===== config.mk =====
export PLATFORM = sky130hd
export DESIGN_NAME = mainbus_arbiter_flat
export DESIGN_NICKNAME = d
export VERILOG_FILES = /design/src/rtl/mainbus_pkg.sv /design/src/rtl/mainbus_arbiter_if.sv /design/src/rtl/mainbus_rr_pick.sv /design/src/rtl/mainbus_arbiter.sv /design/src/flat_wrapper.sv
export SDC_FILE = /design/constraint.sdc
export NUM_CORES = 1
export LEC_CHECK = 0
export ABC_CLOCK_PERIOD_IN_PS = 1820
export BUFFER_PORTS_ARGS = -buffer_cell sky130_fd_sc_hd__buf_2
export CORE_ASPECT_RATIO = 1.5
export CORE_MARGIN = 2
export CORE_UTILIZATION = 49
export CTS_BUF_LIST = sky130_fd_sc_hd__clkbuf_4
export CTS_CLUSTER_SIZE = 12
export DETAILED_ROUTE_END_ITERATION = 16
export GPL_TIMING_DRIVEN = 0
export PLACE_DENSITY_LB_ADDON = 0.12
export REMOVE_ABC_BUFFERS = 1
export SYNTH_ARGS = -nofsm -noshare
export SYNTH_HDL_FRONTEND = slang
export SYNTH_SLANG_ARGS = --single-unit

===== constraint.sdc =====
create_clock -name clk -period 1.82 [get_ports clk]
set_clock_uncertainty 0.1 [all_clocks]
set_input_delay 0.364 -clock clk [delete_from_list [all_inputs] [get_ports clk]]
set_output_delay 0.364 -clock clk [all_outputs]
set_load 0.05 [all_outputs]

===== src/rtl/mainbus_pkg.sv =====
// mainbus_pkg: shared constants, state type and rotation helper for the main bus arbiter
package mainbus_pkg;
  localparam int SRC_ALU = 0;
  localparam int SRC_REG = 1;
  localparam int SRC_MEM = 2;
  localparam int NUM_SRC = 3;
  localparam int BUS_WIDTH = 32;
  typedef enum logic [1:0] {IDLE, GRANT, TURN} arb_state_t;
  function automatic logic [1:0] next_src(input logic [1:0] s);
    return (s == 2'(SRC_MEM)) ? 2'd0 : s + 2'd1;
  endfunction
endpackage


===== src/rtl/mainbus_arbiter_if.sv =====
// mainbus_arbiter_if: main bus request/grant/data bundle
//   req[2:0] (alu, register_bank, memory), bus_in: from core control / bus mux
//   gnt_*, bus_q, bus_q_valid, busy: from the arbiter
//   modport master = arbiter side, slave = requester / mux side
interface mainbus_arbiter_if import mainbus_pkg::*; #(parameter int WIDTH = BUS_WIDTH);
  logic [NUM_SRC-1:0] req;
  logic [WIDTH-1:0] bus_in;
  logic gnt_alu;
  logic gnt_register_bank;
  logic gnt_memory;
  logic [WIDTH-1:0] bus_q;
  logic bus_q_valid;
  logic busy;
  modport master (input req, bus_in, output gnt_alu, gnt_register_bank, gnt_memory, bus_q, bus_q_valid, busy);
  modport slave (output req, bus_in, input gnt_alu, gnt_register_bank, gnt_memory, bus_q, bus_q_valid, busy);
endinterface


===== src/rtl/mainbus_rr_pick.sv =====
// mainbus_rr_pick: round-robin winner search starting at rr_ptr_i, wrapping mod 3
//   req_i[2:0], rr_ptr_i[1:0] -> win_o[1:0] (valid when any_req_o), any_req_o
module mainbus_rr_pick import mainbus_pkg::*; (
  input  logic [NUM_SRC-1:0] req_i,
  input  logic [1:0]         rr_ptr_i,
  output logic [1:0]         win_o,
  output logic               any_req_o
);
  logic [1:0] p1, p2;
  assign p1 = next_src(rr_ptr_i);
  assign p2 = next_src(p1);
  assign win_o = req_i[rr_ptr_i] ? rr_ptr_i : req_i[p1] ? p1 : p2;
  assign any_req_o = |req_i;
endmodule


===== src/rtl/mainbus_arbiter.sv =====
// mainbus_arbiter: round-robin main bus arbiter with hold limit, turnaround cycle and bus capture
//   clk, rst_n (sync, active low); bus: mainbus_arbiter_if.master
//   MAINBUS_ARB_STATS_EN adds gnt_cnt_alu/register_bank/memory (16b saturating tenure counters)
module mainbus_arbiter import mainbus_pkg::*; #(
  parameter int WIDTH = BUS_WIDTH,
  parameter int MAX_HOLD = 8
) (
  input logic clk,
  input logic rst_n,
  mainbus_arbiter_if.master bus
`ifdef MAINBUS_ARB_STATS_EN
  ,
  output logic [15:0] gnt_cnt_alu,
  output logic [15:0] gnt_cnt_register_bank,
  output logic [15:0] gnt_cnt_memory
`endif
);
  localparam int HW = $clog2(MAX_HOLD + 1);
  arb_state_t state_q;
  logic [1:0] owner_q, rr_ptr_q, win;
  logic any_req;
  logic [HW-1:0] hold_cnt_q;
  logic [NUM_SRC-1:0] gnt_q;
  logic [WIDTH-1:0] bus_q_q;
  logic valid_q;
  mainbus_rr_pick u_pick (.req_i(bus.req), .rr_ptr_i(rr_ptr_q), .win_o(win), .any_req_o(any_req));
  always_ff @(posedge clk) begin
    if (!rst_n) begin
      state_q <= IDLE;
      owner_q <= '0;
      rr_ptr_q <= '0;
      hold_cnt_q <= '0;
      gnt_q <= '0;
      bus_q_q <= '0;
      valid_q <= 1'b0;
    end else begin
      valid_q <= state_q == GRANT;
      if (state_q == GRANT) bus_q_q <= bus.bus_in;
      case (state_q)
        IDLE: if (any_req) begin
          state_q <= GRANT;
          owner_q <= win;
          gnt_q <= NUM_SRC'(1) << win;
          hold_cnt_q <= HW'(1);
        end
        GRANT: if (bus.req[owner_q] && hold_cnt_q != HW'(MAX_HOLD)) hold_cnt_q <= hold_cnt_q + 1'b1;
        else begin
          // moving the pointer past the owner makes a forced-release owner last in line
          state_q <= TURN;
          gnt_q <= '0;
          rr_ptr_q <= next_src(owner_q);
        end
        default: state_q <= IDLE;
      endcase
    end
  end
  assign bus.gnt_alu = gnt_q[SRC_ALU];
  assign bus.gnt_register_bank = gnt_q[SRC_REG];
  assign bus.gnt_memory = gnt_q[SRC_MEM];
  assign bus.bus_q = bus_q_q;
  assign bus.bus_q_valid = valid_q;
  assign bus.busy = state_q != IDLE;
`ifdef MAINBUS_ARB_STATS_EN
  logic [15:0] cnt_q [NUM_SRC];
  always_ff @(posedge clk) begin
    if (!rst_n) cnt_q <= '{default: '0};
    else if (state_q == IDLE && any_req && cnt_q[win] != 16'hFFFF) cnt_q[win] <= cnt_q[win] + 16'd1;
  end
  assign gnt_cnt_alu = cnt_q[SRC_ALU];
  assign gnt_cnt_register_bank = cnt_q[SRC_REG];
  assign gnt_cnt_memory = cnt_q[SRC_MEM];
`endif
endmodule


===== src/flat_wrapper.sv =====
// flat-port wrapper written by rule: the top's interface ports become plain ports
module mainbus_arbiter_flat import mainbus_pkg::*;
#(
  parameter int WIDTH = BUS_WIDTH,
  parameter int MAX_HOLD = 8
)
  (clk, rst_n, bus_req, bus_bus_in, bus_gnt_alu, bus_gnt_register_bank, bus_gnt_memory, bus_bus_q, bus_bus_q_valid, bus_busy);
  mainbus_arbiter_if #(.WIDTH(WIDTH)) bus_i ();
  input logic clk;
  input logic rst_n;
  input wire logic [$bits(bus_i.req)-1:0] bus_req;
  input wire logic [$bits(bus_i.bus_in)-1:0] bus_bus_in;
  output wire logic [$bits(bus_i.gnt_alu)-1:0] bus_gnt_alu;
  output wire logic [$bits(bus_i.gnt_register_bank)-1:0] bus_gnt_register_bank;
  output wire logic [$bits(bus_i.gnt_memory)-1:0] bus_gnt_memory;
  output wire logic [$bits(bus_i.bus_q)-1:0] bus_bus_q;
  output wire logic [$bits(bus_i.bus_q_valid)-1:0] bus_bus_q_valid;
  output wire logic [$bits(bus_i.busy)-1:0] bus_busy;
  assign bus_i.req = bus_req;
  assign bus_i.bus_in = bus_bus_in;
  assign bus_gnt_alu = bus_i.gnt_alu;
  assign bus_gnt_register_bank = bus_i.gnt_register_bank;
  assign bus_gnt_memory = bus_i.gnt_memory;
  assign bus_bus_q = bus_i.bus_q;
  assign bus_bus_q_valid = bus_i.bus_q_valid;
  assign bus_busy = bus_i.busy;
  mainbus_arbiter #(.WIDTH(WIDTH), .MAX_HOLD(MAX_HOLD)) u_core (.clk(clk), .rst_n(rst_n), .bus(bus_i));
endmodule

==> run_summary.xml <==
<?xml version="1.0" encoding="UTF-8"?>
<metrics>
  <group name="final_layout">
    <metric name="area.growth.synth_to_final" unit="%">24.4</metric>
    <metric name="finalNonFillerCells" unit="">327</metric>
    <metric name="total_of_fill_cells_in_the_finished_design" unit="">349</metric>
    <metric name="post-route-util" unit="%">62.2</metric>
    <metric name="antenna_cells" unit="">0</metric>
    <metric name="post_route_cells_drive_above_1_share" unit="%">31.7</metric>
    <metric name="number_of_nets_in_the_finished_design" unit="">324</metric>
  </group>
  <group name="global_routing">
    <metric name="grt_first_pass_wirelength" unit="um">6160</metric>
    <metric name="maximum_number_of_pins_on_one_net_before_global_route_repair" unit="">42</metric>
    <metric name="global_route.overflow_total" unit="">0</metric>
    <metric name="globalRouteTotalUtil" unit="%">19.3</metric>
    <metric name="via_count_of_the_first_global_routing_pass" unit="">1433</metric>
    <metric name="antenna_found_initial" unit="">0</metric>
  </group>
  <group name="run">
    <metric name="maxCapViolCount" unit="">0</metric>
  </group>
  <group name="routing">
    <metric name="number_of_remaining_drc_errors" unit="">0</metric>
    <metric name="drt-vias-per-instance" unit="">5.01</metric>
    <metric name="postRouteAntennaNets" unit="">0</metric>
    <metric name="drt_iter0_drc" unit="">16</metric>
    <metric name="detail_route.first_pass.iterations" unit="">5</metric>
    <metric name="routedWlPerCell" unit="um">12.0</metric>
    <metric name="vias" unit="">1637</metric>
    <metric name="postRouteWirelength" unit="um">3930</metric>
  </group>
  <group name="synthesis">
    <metric name="ys_dominant_reg_cell" unit="">dfxtp_1</metric>
    <metric name="synth_top_cells_by_count" unit="">nand2_1 (72), dfxtp_1 (46), a21oi_1 (35)</metric>
    <metric name="synth-seq-area-share" unit="%">50.9</metric>
    <metric name="synth.cell_area" unit="sq um">1810</metric>
    <metric name="postSynth.asyncResetShare" unit="%">0</metric>
    <metric name="synthMostInstantiatedCell" unit="">nand2_1</metric>
    <metric name="synth-edff-count" unit="">0</metric>
    <metric name="synth.ff_latch_count" unit="">46</metric>
    <metric name="synth.top_cells.by_area" unit="">dfxtp_1 (51%), nand2_1 (15%), a21oi_1 (9.7%), mux2i_1 (2.8%), clkbuf_1 (2.3%)</metric>
    <metric name="synth_top_cell_area_share" unit="%">50.9</metric>
    <metric name="average_footprint_of_a_synthesized_cell" unit="sq um">8.33</metric>
    <metric name="synth.lib_cells_used.distinct" unit="">34</metric>
    <metric name="netlist_instances" unit="">217</metric>
    <metric name="synth_area_leader_cell" unit="">dfxtp_1</metric>
    <metric name="synth-warning-count" unit="">0</metric>
  </group>
  <group name="critical_path">
    <metric name="crit_required" unit="ns">1.36</metric>
    <metric name="worst_ep_arrival_time" unit="ns">1.19</metric>
    <metric name="ff2ff_setup_slack" unit="ns">0.19</metric>
    <metric name="r2r_end" unit="">u_core.hold_cnt_q[3]$_SDFFE_PN0P_</metric>
    <metric name="crit_path_max_fanout" unit="">3</metric>
    <metric name="reg2reg_depth" unit="">5</metric>
    <metric name="critical_path.startpoint_type" unit="">flip-flop</metric>
    <metric name="crit_type" unit="">reg2out</metric>
    <metric name="crit_path_end" unit="">bus_busy</metric>
    <metric name="worstSetupStartpoint" unit="">u_core.state_q[1]$_SDFFE_PN0P_</metric>
    <metric name="rr_startpoint" unit="">u_core.state_q[0]$_SDFFE_PN0P_</metric>
    <metric name="critical_path.endpoint_type" unit="">output pin</metric>
  </group>
  <group name="clock_tree">
    <metric name="cts.path.max_buffers" unit="">2</metric>
    <metric name="total_of_hold_buffers_inserted_after_clock_tree_synthesis" unit="">0</metric>
    <metric name="total_clock_buffers_created_by_cts" unit="">5</metric>
    <metric name="cts.sink_count" unit="">46</metric>
    <metric name="clkTransAtPathRegs" unit="ns">0.12</metric>
    <metric name="post_cts.repair.setup_buffers" unit="">0</metric>
    <metric name="cts_tree" unit="">built</metric>
    <metric name="clk-insertion-delay-late" unit="ns">0.34</metric>
    <metric name="master_cell_of_the_clock_root_buffer" unit="">clkbuf_4</metric>
    <metric name="htreeDepth" unit="">2</metric>
  </group>
  <group name="die">
    <metric name="die-height" unit="um">78.4</metric>
    <metric name="ioPinCount" unit="">74</metric>
    <metric name="initial_utilization" unit="%">50.0</metric>
    <metric name="floorplan.rows" unit="">27</metric>
    <metric name="core-area" unit="sq um">3610</metric>
    <metric name="fp.dieArea" unit="sq um">4200</metric>
    <metric name="die_w" unit="um">53.6</metric>
  </group>
  <group name="placed_design">
    <metric name="port_buffers" unit="">73</metric>
    <metric name="place.detailed.instances" unit="">321</metric>
    <metric name="hpwl" unit="um">2770</metric>
    <metric name="final_weighted_congestion_in_routability_driven_placement" unit="">0.772</metric>
  </group>
  <group name="power">
    <metric name="power_density" unit="nW/um^2">1010</metric>
    <metric name="irDropWorstVdd" unit="mV">0.672</metric>
    <metric name="finalPower" unit="uW">2260</metric>
    <metric name="leakage" unit="uW">0.00104</metric>
  </group>
  <group name="sta">
    <metric name="whs" unit="ns">0.139</metric>
    <metric name="report.final.setup_viol" unit="">0</metric>
    <metric name="period_share" unit="%">90.8</metric>
    <metric name="unrepaired_setup_endpoints_after_global_routing" unit="">no</metric>
    <metric name="period_minus_slack" unit="ns">1.65</metric>
    <metric name="hold_violations" unit="">0</metric>
    <metric name="sum_of_negative_setup_slack" unit="ns">0</metric>
    <metric name="fmaxAchievable" unit="MHz">605</metric>
    <metric name="drv_slew" unit="">0</metric>
    <metric name="remaining_max_slew_budget_at_the_tightest_pin" unit="%">17.8</metric>
    <metric name="slew_at_the_pin_closest_to_its_max_slew_limit" unit="ns">1.23</metric>
  </group>
  <group name="min_path">
    <metric name="min-delay-path-class" unit="">in2reg</metric>
  </group>
  <group name="run_status">
    <metric name="status" unit="">completed</metric>
  </group>
</metrics>
critical path: stages, from the launching register on:
cell and delay, ns:
dfxtp_1 0.36, nor2_1 0.22, inv_1 0.06, buf_2 0.21
routing by layer:
| metal | wire, um | global-route usage, % |
|---|---|---|
| met3 | 245 | 5.13 |
| met1 | 1700 | 21.2 |
| met2 | 1960 | 34.6 |
| met5 | 0 | 0 |
| met4 | 21 | 6.15 |
sequential cells by signal (all words and copies together), names as in the netlist:
signal / cells
u_core.owner_q: 2
u_core.rr_ptr_q: 2
u_core.hold_cnt_q: 4
u_core.state_q: 2
u_core.bus.bus_q_valid: 1
u_core.bus.bus_q: 32
u_core.gnt_q: 3
cell families after synthesis:
group / count (synthesis) / share of synthesized area [%]
buf+inv: 17 / 4.36
flops: 46 / 50.9
simple gates: 101 / 25.1
mux: 5 / 2.77
compound gates: 46 / 15.4
fa+ha+maj: 2 / 1.38
how the worst min path moves through the flow:
stage	start	to	slack (ns)	cells after the start
finish	bus_bus_in[18]	u_core.bus.bus_q[18]$_SDFFE_PN0N_	0.14	3
global route	bus_bus_in[17]	u_core.bus.bus_q[17]$_SDFFE_PN0N_	0.11	3
CTS	bus_bus_in[17]	u_core.bus.bus_q[17]$_SDFFE_PN0N_	0.12	3
detailed placement	u_core.bus.bus_q[25]$_SDFFE_PN0N_	u_core.bus.bus_q[25]$_SDFFE_PN0N_	0.34	2
global placement	u_core.bus.bus_q[4]$_SDFFE_PN0N_	u_core.bus.bus_q[4]$_SDFFE_PN0N_	0.34	2
floorplan	u_core.hold_cnt_q[3]$_SDFFE_PN0P_	u_core.hold_cnt_q[3]$_SDFFE_PN0P_	0.36	2
layout make-up:
class / instances / area, sq um / share of cell area, %
sequential: 46 / 921 / 40.9
tap: 43 / 53.8 / 2.39
clock buffer: 5 / 37.5 / 1.67
timing repair buffer: 74 / 393 / 17.5
multi-input combinational: 154 / 826 / 36.7
inverter: 4 / 15.0 / 0.667
clock inverter: 1 / 3.75 / 0.167
where the power goes:
group	total, uW	switching (uW)	internal, uW	leakage (uW)
Combinational	693	498	196	0.000644
Clock	422	290	133	0.0000246
Sequential	1150	51.2	1100	0.000377
metrics by stage:
step                instance area (sq um)  setup slack [ns]
finish                               2250             0.167
global route                         2250            0.0487
global placement                     2160             -1.27
detailed placement                   2190            -0.213
CTS                                  2240             0.113
floorplan                            1740            -0.484
what timing repair did:
action                     CTS  global route
resized for setup            2             1
pin swaps                    0             0
setup endpoints to repair   39             2
layout by cell type, fill, tap and decap left out, types with 2 or more instances in the layout:
cell type  instances
ha_1               2
clkbuf_4           5
nand2_1           72
o22ai_1            3
nand3_1            8
a21oi_1           35
buf_2             73
or3_1              3
nor2_1             3
dfxtp_1           46
inv_1              4
mux2i_1            5
No activity file was read; power rests on OpenSTA's default activity.
